**src/rtl/wide_add_sequencer.sv**
```systemverilog
// Multi-cycle wide adder: reuses one 4-bit ripple-carry adder over NIBBLES slices, LSB nibble first.
// Optional signed-overflow output is enabled by defining WAS_OVF_EN.

module ripple_carry (
   input  logic [3:0] a,
   input  logic [3:0] b,
   input  logic       ci,
   output logic [3:0] s,
   output logic       co
);
   logic [4:0] c;

   assign c[0] = ci;

   for (genvar gi = 0; gi < 4; gi++) begin : g_fa
      assign s[gi]   = a[gi] ^ b[gi] ^ c[gi];
      assign c[gi+1] = (a[gi] & b[gi]) | (c[gi] & (a[gi] ^ b[gi]));
   end

   assign co = c[4];
endmodule

module wide_add_sequencer #(
   parameter int NIBBLES = 4
) (
   input  logic                   clk,
   input  logic                   rst,
   input  logic                   start,
   input  logic [4*NIBBLES-1:0]   a,
   input  logic [4*NIBBLES-1:0]   b,
   input  logic                   cin,
   output logic                   busy,
   output logic                   done,
   output logic [4*NIBBLES-1:0]   sum,
   output logic                   cout
`ifdef WAS_OVF_EN
   ,
   output logic                   ovf
`endif
);
   localparam int W  = 4 * NIBBLES;
   localparam int IW = $clog2(NIBBLES);

   typedef enum logic [1:0] {
      IDLE = 2'd0,
      RUN  = 2'd1,
      DONE = 2'd2
   } state_t;

   state_t          state_reg;
   state_t          state_next;
   logic [W-1:0]    a_reg;
   logic [W-1:0]    b_reg;
   logic            carry_reg;
   logic [IW-1:0]   idx_reg;
   logic [3:0]      sum_nib_reg [NIBBLES];
   logic            cout_reg;
   logic            busy_reg;
   logic            done_reg;

   logic            accept;
   logic            run;
   logic            last;
   logic [3:0]      a_nib [NIBBLES];
   logic [3:0]      b_nib [NIBBLES];
   logic [3:0]      add_a;
   logic [3:0]      add_b;
   logic [3:0]      add_s;
   logic            add_co;

   // The single shared slice adder; operands are muxed by the nibble index.
   assign add_a = a_nib[idx_reg];
   assign add_b = b_nib[idx_reg];

   ripple_carry u_adder (
      .a  (add_a),
      .b  (add_b),
      .ci (carry_reg),
      .s  (add_s),
      .co (add_co)
   );

   assign run    = (state_reg == RUN);
   assign last   = (idx_reg == IW'(NIBBLES - 1));
   assign accept = start && ((state_reg == IDLE) || (state_reg == DONE));

   always_comb begin
      state_next = state_reg;
      case (state_reg)
         IDLE:    state_next = accept ? RUN : IDLE;
         RUN:     state_next = last ? DONE : RUN;
         DONE:    state_next = accept ? RUN : IDLE;
         default: state_next = IDLE;
      endcase
   end

   always_ff @(posedge clk or posedge rst) begin
      if (rst) begin
         state_reg <= IDLE;
         a_reg     <= '0;
         b_reg     <= '0;
         carry_reg <= 1'b0;
         idx_reg   <= '0;
         cout_reg  <= 1'b0;
         busy_reg  <= 1'b0;
         done_reg  <= 1'b0;
      end else begin
         state_reg <= state_next;
         busy_reg  <= (state_next == RUN);
         done_reg  <= (state_next == DONE);
         if (accept) begin
            a_reg     <= a;
            b_reg     <= b;
            carry_reg <= cin;
            idx_reg   <= '0;
         end else if (run) begin
            carry_reg <= add_co;
            idx_reg   <= last ? '0 : idx_reg + IW'(1);
            if (last) begin
               cout_reg <= add_co;
            end
         end
      end
   end

   // Each result nibble has its own register so only the active slice is written.
   for (genvar gi = 0; gi < NIBBLES; gi++) begin : g_nib
      assign a_nib[gi] = a_reg[4*gi +: 4];
      assign b_nib[gi] = b_reg[4*gi +: 4];
      assign sum[4*gi +: 4] = sum_nib_reg[gi];

      always_ff @(posedge clk or posedge rst) begin
         if (rst) begin
            sum_nib_reg[gi] <= 4'h0;
         end else if (run && (idx_reg == IW'(gi))) begin
            sum_nib_reg[gi] <= add_s;
         end
      end
   end

`ifdef WAS_OVF_EN
   logic ovf_reg;

   always_ff @(posedge clk or posedge rst) begin
      if (rst) begin
         ovf_reg <= 1'b0;
      end else if (run && last) begin
         ovf_reg <= (a_reg[W-1] == b_reg[W-1]) && (add_s[3] != a_reg[W-1]);
      end
   end

   assign ovf = ovf_reg;
`endif

   assign busy = busy_reg;
   assign done = done_reg;
   assign cout = cout_reg;
endmodule

```
**config.mk**
```make
export PLATFORM = sky130hd
export DESIGN_NAME = wide_add_sequencer
export DESIGN_NICKNAME = d
export VERILOG_FILES = /design/src/rtl/wide_add_sequencer.sv
export SDC_FILE = /design/constraint.sdc
export NUM_CORES = 1
export LEC_CHECK = 0
export ABC_AREA = 1
export CORE_UTILIZATION = 45
export DETAILED_ROUTE_END_ITERATION = 8
export GPL_ROUTABILITY_DRIVEN = 0
export PLACE_DENSITY = 0.71
export SLEW_MARGIN = 20
export SYNTH_ARGS = -nofsm -noshare
export SYNTH_HDL_FRONTEND = slang
export SYNTH_SLANG_ARGS = --single-unit
```
**constraint.sdc**
```tcl
create_clock -name clk -period 4.3 [get_ports clk]
set_input_delay 0.645 -clock clk [delete_from_list [all_inputs] [get_ports clk]]
set_output_delay 0.645 -clock clk [all_outputs]
set_load 0.05 [all_outputs]
```
After elaboration in Yosys (flattened, before gate mapping)
Cells that the tools add are included.
{"block": "word_totals", "regBits": 56, "inputBits": 36, "output_inout_bits": 19, "wordCells": 68}
{"block": "op_classes", "addsub": 1, "magnitude_cmp": 1, "eq_ne": 7, "mux": 14, "bitwise": 22, "n_reduce_logical": 11}
{"cell": "$bmux 4 s2", "count": 2}
{"cell": "$mux 4", "count": 4}
{"cell": "$and 1x1->1", "count": 8}
{"cell": "$eq 2x2->1 const B", "count": 4}
{"cell": "$mux 2", "count": 4}
{"cell": "$xor 1x1->1", "count": 8}
{"cell": "$eq 2x1->1 const B", "count": 3}
{"cell": "$logic_and 1x1->1", "count": 5}
{"cell": "$logic_not 2->1", "count": 2}
{"cell": "$or 1x1->1", "count": 4}
{"cell": "$pmux 2 s2", "count": 1}
{"cell": "$ge 3x3->1 const B", "count": 1}
{"cell": "$mux 1", "count": 3}
{"cell": "$not 2->3", "count": 1}
{"cell": "$reduce_and 3->1", "count": 1}
{"cell": "$add 2x1->2 const B", "count": 1}
{"cell": "$reduce_bool 2->1", "count": 1}
{"cell": "$reduce_or 2->1", "count": 1}
{"cell": "$logic_or 1x1->1", "count": 1}
{"cell": "$not 1->1", "count": 1}

Longest topological paths before layout
Gate-level depths: netlist of the first run.
{"block": "depth", "depth_word": 15, "depth_mapped": 15}

Hierarchy
From an unflattened synthesis of the first run, not the netlist that was laid out.
{"block": "hier_totals", "hier_cells": 293, "area_unflattened_um2": 2606.2}
{"module": "wide_add_sequencer", "n_inst": 1, "cells_per_inst": 279, "area_each_um2": 2488.6, "seq_area_each_um2": 1401.3}
{"module": "ripple_carry", "n_inst": 1, "cells_per_inst": 14, "area_each_um2": 117.6, "seq_area_each_um2": 0.0}

Least setup slack after synthesis of the first run
Ideal clock, no wire load.
{"block": "synth_path", "path_type": "register to register", "start": "register idx_reg[0]", "end": "register sum_nib_reg (netlist bit sum[11])", "setup_time_ns": 0.083, "arrival_time_ns": 2.518, "required_time_ns": 4.217, "path_slack_ns": 1.699, "path_stages_with_launch": 13, "n_path_buf": 1, "path_cell_list": "dfrtp_1 inv_2 buf_2 o211ai_1 nand2_1 fa_1 inv_1 fa_1 inv_1 fa_1 inv_1 fa_1 o21ai_0"}
{"block": "synth_via", "elab_chain_cells": 12, "word_cells_on_any_way": 23}
{"item": "start: declaration", "line": "55", "source": "logic [IW-1:0] idx_reg;"}
{"item": "start signal: assignment", "line": "118", "source": "idx_reg <= last ? '0 : idx_reg + IW'(1);"}
{"item": "$not 2->3 (not written as such)", "line": "72, 73"}
{"item": "$bmux 4 s2 (on tied branches)", "line": "72, 73"}
{"item": "$mux 4 (on tied branches) (2 in a row)", "line": "72, 73"}
{"item": "$xor 1x1->1", "line": "17", "source": "assign c[gi+1] = (a[gi] & b[gi]) | (c[gi] & (a[gi] ^ b[gi]));"}
{"item": "$and 1x1->1", "line": "17"}
{"item": "$or 1x1->1", "line": "17"}
{"item": "$and 1x1->1", "line": "17"}
{"item": "$or 1x1->1", "line": "17"}
{"item": "$and 1x1->1", "line": "17"}
{"item": "$or 1x1->1", "line": "17"}
{"item": "$xor 1x1->1", "line": "16", "source": "assign s[gi] = a[gi] ^ b[gi] ^ c[gi];"}
{"item": "end signal: indexed assignment", "line": "136", "source": "sum_nib_reg[gi] <= add_s;"}
{"item": "end: declaration", "line": "56", "source": "logic [3:0] sum_nib_reg [NIBBLES];"}
Several ways; a longest one is shown, not always the timed one. The select of a mux whose other input is x is not followed.
A chain may end at the register's enable or synchronous reset.

Worst setup path in the final report of the first run
{"block": "layout_path", "start": "register idx_reg[0]", "end": "register sum_nib_reg (netlist bit sum[3])"}
The elaborated chain is that of the path after synthesis.

==> metrics.txt, run 1 <==
largest family of logic cells by synthesized area=simple AND/OR/NAND/NOR gates; most common cell in the netlist=nand2_1; global-route wire length before repair=9.039 mm; mux cell area share after synthesis=0; max-cap viol count=0; row cnt=27; Synth warnings=0; clk slew on worst S/H paths=100 ps; Worst-Margin Slew=515.0 ps; Synth Register Bits=between 50 and 60; final core area utilization=0.5838; Mapped Avg Cell Area=8.951 sq um; Post-Synthesis Cells=approximately 300; DRC Markers=0; Leak=1.577 nW; Num CTS Buffers=5; area occupied by multi-input gates=1025 sq um; largest net degree at the start of global routing=between 40 and 50; area grow syn2layout=23.74%; number of I/O pins=55; Initial Utilization=0.4718; Total Neg Setup Slack=0 ps; Post-Synth XOR/XNOR Area=0; CTS tree=done; Filler cells=515; max-slew violations=0; routed wire length=5.233 mm; DP Wirelength=~3.9 mm; Final setup viols=0; outcome=completed; Yosys cell types=20; CP Max Fanout=22; Yosys top cell area share=0.5361; Top Metal Used=met4; core area=5540 sq um; Synth Area in Simple Gates=0.2609; synthesized area=2614 sq um; die height=between 70 and 80 um; post-synth top area cell=dfrtp_1; met2 WL=2.405 mm; Post-synth top cells=nand2_1 (108), dfrtp_1 (56), nand3_1 (37), inv_1 (16), o21ai_0 (16); via density per instance=slightly below 5; DR WL met3=approximately 260 um; unrepaired setup endpoints after global routing=false; Period Utilization, post-route=0.7244; Startpoint Class=flip-flop; vias in the first global route=approximately 1.9k; antenna-violating nets left=0; Setup CP Type=reg2reg; slew margin rel.=0.6561; register area=1401 sq um; PD cells=837.5 nW/um^2; worst path required time=4530 ps; nature of the critical path endpoint=flip-flop; Metal-1 WL=2.528 mm; Post-synth EDFFs=0; VDD IR max=0.0003820 V; Final Hold Fails=0; Main synth FF type=dfrtp_1; sequential-to-total area share from yosys stat=0.5361; synth top area cells=dfrtp_1 (54%), nand2_1 (16%), nand3_1 (7.1%); DR vias=2034; diode count=0; Clk Tree Root Cell=clkbuf_8; post-synthesis compound-gate area fraction=0.08138; fmax=321.0 MHz; Clock Sinks=56; GRT Total Usage=0.1902; initial antenna violation count=0; arrival time worst endpoint=3350 ps; Post-CTS Resized=0; clk_skew=7.667 ps; Port Buffer Count=54; clock buffer depth=2; Die W=78.21 um; Post-Syn Nets=336; setup bufs post-CTS=0; async set or reset register ratio after synthesis=1.000; H-tree depth=2; minimum clock period=3115 ps; post-synthesis adder-cell area fraction=0.04978; worst hold path type=reg2reg; hold_buf cts=0; layout cells sized above 1=0.08211; Iteration-0 DRC Markers=between 100 and 150; routed len/inst=12.67 um; router iterations before antenna repair=4; GRT Residual Overflow=0; clk_lat worst skew=310 ps; die area=a little over 6000 sq um; Final nets=384
[report_power, final]
part | leakage (nW) | internal (mW) | total [mW] | switching, mW
clock network | 0.0485 | 0.117 | 0.293 | 0.176
registers | 0.686 | 0.778 | 0.947 | 0.169
logic | 0.842 | 0.497 | 1.47 | 0.972
[layout by cell type, fill, tap and decap left out, types with 2 or more instances in the layout]
master and instances:
o21ai_1 7, buf_4 2, clkdlybuf4s50_1 54, nand3_1 37
o21ai_0 16, a21oi_2 6, fa_1 4, ha_1 4
nor2_2 5, nand2_1 108, inv_2 4, nor2_1 6
clkbuf_8 5, dfrtp_1 56, inv_1 15, o211ai_1 6
[critical path: stages, from the launching register on]
cell	delay, ps
dfrtp_1	670
inv_2	280
o211ai_1	230
nand2_1	100
fa_1	380
inv_1	70
fa_1	160
inv_1	60
fa_1	360
inv_1	80
fa_1	460
o21ai_0	190
[stage by stage]
step,cells,setup WS [ps],power (mW),hold slack [ps],area [sq um]
2_1_floorplan,292,1699,2.016,436.6,2614
3_3_place_gp,405,1320,2.387,459.8,3143
3_5_place_dp,405,1205,2.450,459.5,3143
4_1_cts,413,1176,2.744,484.2,3234
5_1_grt,413,831.9,2.949,515.6,3234
6_report,413,1185,2.709,481.3,3234
[kinds of logic (layout without fill, tap and decap cells)]
group,Yosys count,in the layout
simple gates,159,159
flops,56,56
buf+inv,34,83
compound gates,35,35
fa+ha+maj,8,8
[path summary, 6_finish.rpt]
path | startpoint | to | slack, ps | cells past startpoint
min in group asynchronous | rst | b_reg[2] | 680 | 2
max in group asynchronous | rst | idx_reg[1] | 2830 | 3
worst min register to register | a_reg[11] | a_reg[11] | 480 | 2
worst min-delay path | a_reg[11] | a_reg[11] | 480 | 2
worst max register to register | idx_reg[0] | sum[3] | 1180 | 11
worst max-delay path | idx_reg[0] | sum[3] | 1180 | 11
[layer usage]
metal,vias to the layer above,track usage
li1,1027,-
met1,943,0.2684
met2,60,0.2904
met3,4,0.05233
met4,0,0.04815
met5,-,0
[layout make-up]
class                      instances  share of cell area
clock buffer                       5             0.02128
clock inverter                     3            0.006963
inverter                          19             0.02205
multi-input combinational        202              0.3168
sequential                        56              0.4333
tap                               72             0.02785
timing repair buffer              56              0.1718
(Power assumes the default switching activity.)
==> inputs of run 2 (changes only) <==
==> constraint.sdc (replaced) <==
create_clock -name clk -period 2.9 [get_ports clk]
set_input_delay 0.435 -clock clk [delete_from_list [all_inputs] [get_ports clk]]
set_output_delay 0.435 -clock clk [all_outputs]
set_load 0.05 [all_outputs]
==> metrics.txt, run 2 (synthesis results as in run 1) <==
slowest cell on the critical path=fa_1 (was dfrtp_1); clk slew on worst S/H paths=90 ps (was 100 ps); DRC Markers=0 (unchanged); DP Wirelength=3.627 mm (was 3.856 mm); Leak=1.602 nW (was 1.577 nW); DR vias=2017 (was 2034); Startpoint Class=flip-flop (unchanged); layout cells sized above 1=0.09012 (was 0.08211); outcome=completed (unchanged); Clk Tree Root Cell=clkbuf_8 (unchanged); row cnt=27 (unchanged); Final nets=387 (was 384); global-route wire length before repair=9.094 mm (was 9.039 mm); die height=78.21 um (unchanged); Clock Sinks=56 (unchanged); clock buffer depth=2 (unchanged); number of I/O pins=55 (unchanged); clk_skew=8.675 ps (was 7.667 ps); setup bufs post-CTS=0 (unchanged); area occupied by multi-input gates=1025 sq um (unchanged); Final Hold Fails=0 (unchanged); Worst-Margin Slew=523.0 ps (was 515.0 ps); die area=6117 sq um (unchanged); Num CTS Buffers=5 (unchanged); nature of the critical path endpoint=flip-flop (unchanged); GRT Residual Overflow=0 (unchanged); Die W=78.21 um (unchanged); largest net degree at the start of global routing=57 (was 44); slew margin rel.=0.6508 (was 0.6561); core area=5540 sq um (unchanged); worst path required time=3130 ps (was 4530 ps); Logic pwr share=0.545 (was 0.542); worst hold path type=reg2reg (unchanged); max-slew violations=0 (unchanged); CP dominant cell by count=fa_1 (unchanged); commonest non-fill, non-tap cell in the layout=nand2_1 (unchanged); routed len/inst=12.06 um (was 12.67 um); Initial Utilization=0.4718 (unchanged); hold_buf cts=0 (unchanged); Worst path top cell family by delay=adder cells (unchanged); Iteration-0 DRC Markers=118 (was 140); internal power=2.173 mW (was 1.392 mW); Port Buffer Count=54 (unchanged); Non-Filler Instances=416 (was 413); Setup CP Type=reg2reg (unchanged); router iterations before antenna repair=4 (unchanged); clock power share=0.120 (was 0.108); VDD IR max=0.0005447 V (was 0.0003820 V); worst hold slack=480.9 ps (was 481.3 ps); CTS tree=done (unchanged); arrival time worst endpoint=2910 ps (was 3350 ps); via density per instance=4.849 (was 4.925); worst path cell trace=inv_2, nor2_1, o21ai_0, nand2_1, fa_1, inv_1, fa_1, inv_1, fa_1, inv_1, fa_1, o21ai_0 (was inv_2, o211ai_1, nand2_1, fa_1, inv_1, fa_1, inv_1, fa_1, inv_1, fa_1, o21ai_0); PD cells=1245 nW/um^2 (was 837.5 nW/um^2); GRT Total Usage=0.1892 (was 0.1902); max-cap viol count=0 (unchanged); P_sw=1.922 mW (was 1.316 mW); register area=1403 sq um (was 1401 sq um); Total Neg Setup Slack=0 ps (unchanged); antenna-violating nets left=0 (unchanged); area grow syn2layout=25.85% (was 23.74%); diode count=0 (unchanged); initial antenna violation count=0 (unchanged); H-tree depth=2 (unchanged); fmax=373.1 MHz (was 321.0 MHz); unrepaired setup endpoints after global routing=false (unchanged); clk_lat worst skew=310 ps (about the same); final core area utilization=0.5937 (was 0.5838); vias in the first global route=1953 (was 1887); slowest cell delay on critical path=470 ps (was 670 ps); Switching Share=0.4693 (was 0.4860); sequential power share=0.335 (was 0.350); Cells after DPL=408 (was 405); minimum clock period=2680 ps (was 3115 ps); Filler cells=506 (was 515); Buf+Inv Stages, Crit Path=4 (unchanged); most frequent cells in the layout=nand2_1 (108), dfrtp_1 (55), clkdlybuf4s50_1 (54) (was nand2_1 (108), dfrtp_1 (56), clkdlybuf4s50_1 (54)); CP Max Fanout=13 (was 22); Period Utilization, post-route=0.9241 (was 0.7244); routed wire length=5.019 mm (was 5.233 mm); Final setup viols=0 (unchanged); Final Total Pwr=4.094 mW (was 2.709 mW)
-- run 2: path summary, 6_finish.rpt --
| path | start | endpoint | slack [ps] | cells after the start |
|---|---|---|---|---|
| worst max-delay path | idx_reg[1] | sum[3] | 220 | 12 |
| worst min-delay path | b_reg[10] | b_reg[10] | 480 | 2 |
| worst max register to register | idx_reg[1] | sum[3] | 220 | 12 |
| worst min register to register | b_reg[10] | b_reg[10] | 480 | 2 |
| max in group asynchronous | rst | idx_reg[0] | 2170 | 3 |
| min in group asynchronous | rst | a_reg[2] | 490 | 3 |
-- run 2: metrics by stage --
| step | worst slack [ps] | area (sq um) |
|---|---|---|
| after detailed placement | 188.3 | 3178 |
| after global routing | 8.114 | 3289 |
| after global placement | 305.1 | 3178 |
| after floorplan | 298.9 | 2614 |
| final | 220.0 | 3289 |
| after CTS | 155.6 | 3286 |
-- run 2: layer usage --
layer,GRT usage,part of all wire,vias to the layer above
met5,0,0,-
met4,0.05926,0.014,0
met3,0.04186,0.049,8
met2,0.2974,0.46,51
met1,0.2619,0.48,922
li1,-,-,1036
-- run 2: final cells by class --
cell class,count,share of cell area
clock buffer,6,0.02206
clock inverter,2,0.01065
inverter,19,0.02244
multi-input combinational,202,0.3115
sequential,56,0.4264
tap,72,0.02739
timing repair buffer,59,0.1795
-- run 2: worst reg2reg max path, cell delays in order, from the launching register on --
cell     delay, ps
dfrtp_1        400
inv_2          190
nor2_1          80
o21ai_0         80
nand2_1        100
fa_1           380
inv_1           70
fa_1           160
inv_1           50
fa_1           360
inv_1           70
fa_1           470
o21ai_0        200
-- run 2: power groups by stage --
| stage | Clock [mW] | Combinational (mW) | Sequential (mW) |
|---|---|---|---|
| detailed placement | 0 | 2.25 | 1.38 |
| floorplan | 0 | 1.23 | 1.76 |
| finish | 0.490 | 2.23 | 1.37 |
| global route | 0.537 | 2.52 | 1.42 |
| CTS | 0.506 | 2.25 | 1.37 |
| global placement | 0 | 2.19 | 1.38 |
-- run 2: what timing repair did --
item / 4_1_cts / 5_1_grt
hold endpoints to repair: 0 / 0
endpoints found under the setup margin: 0 / 4
resized for setup: 0 / 2
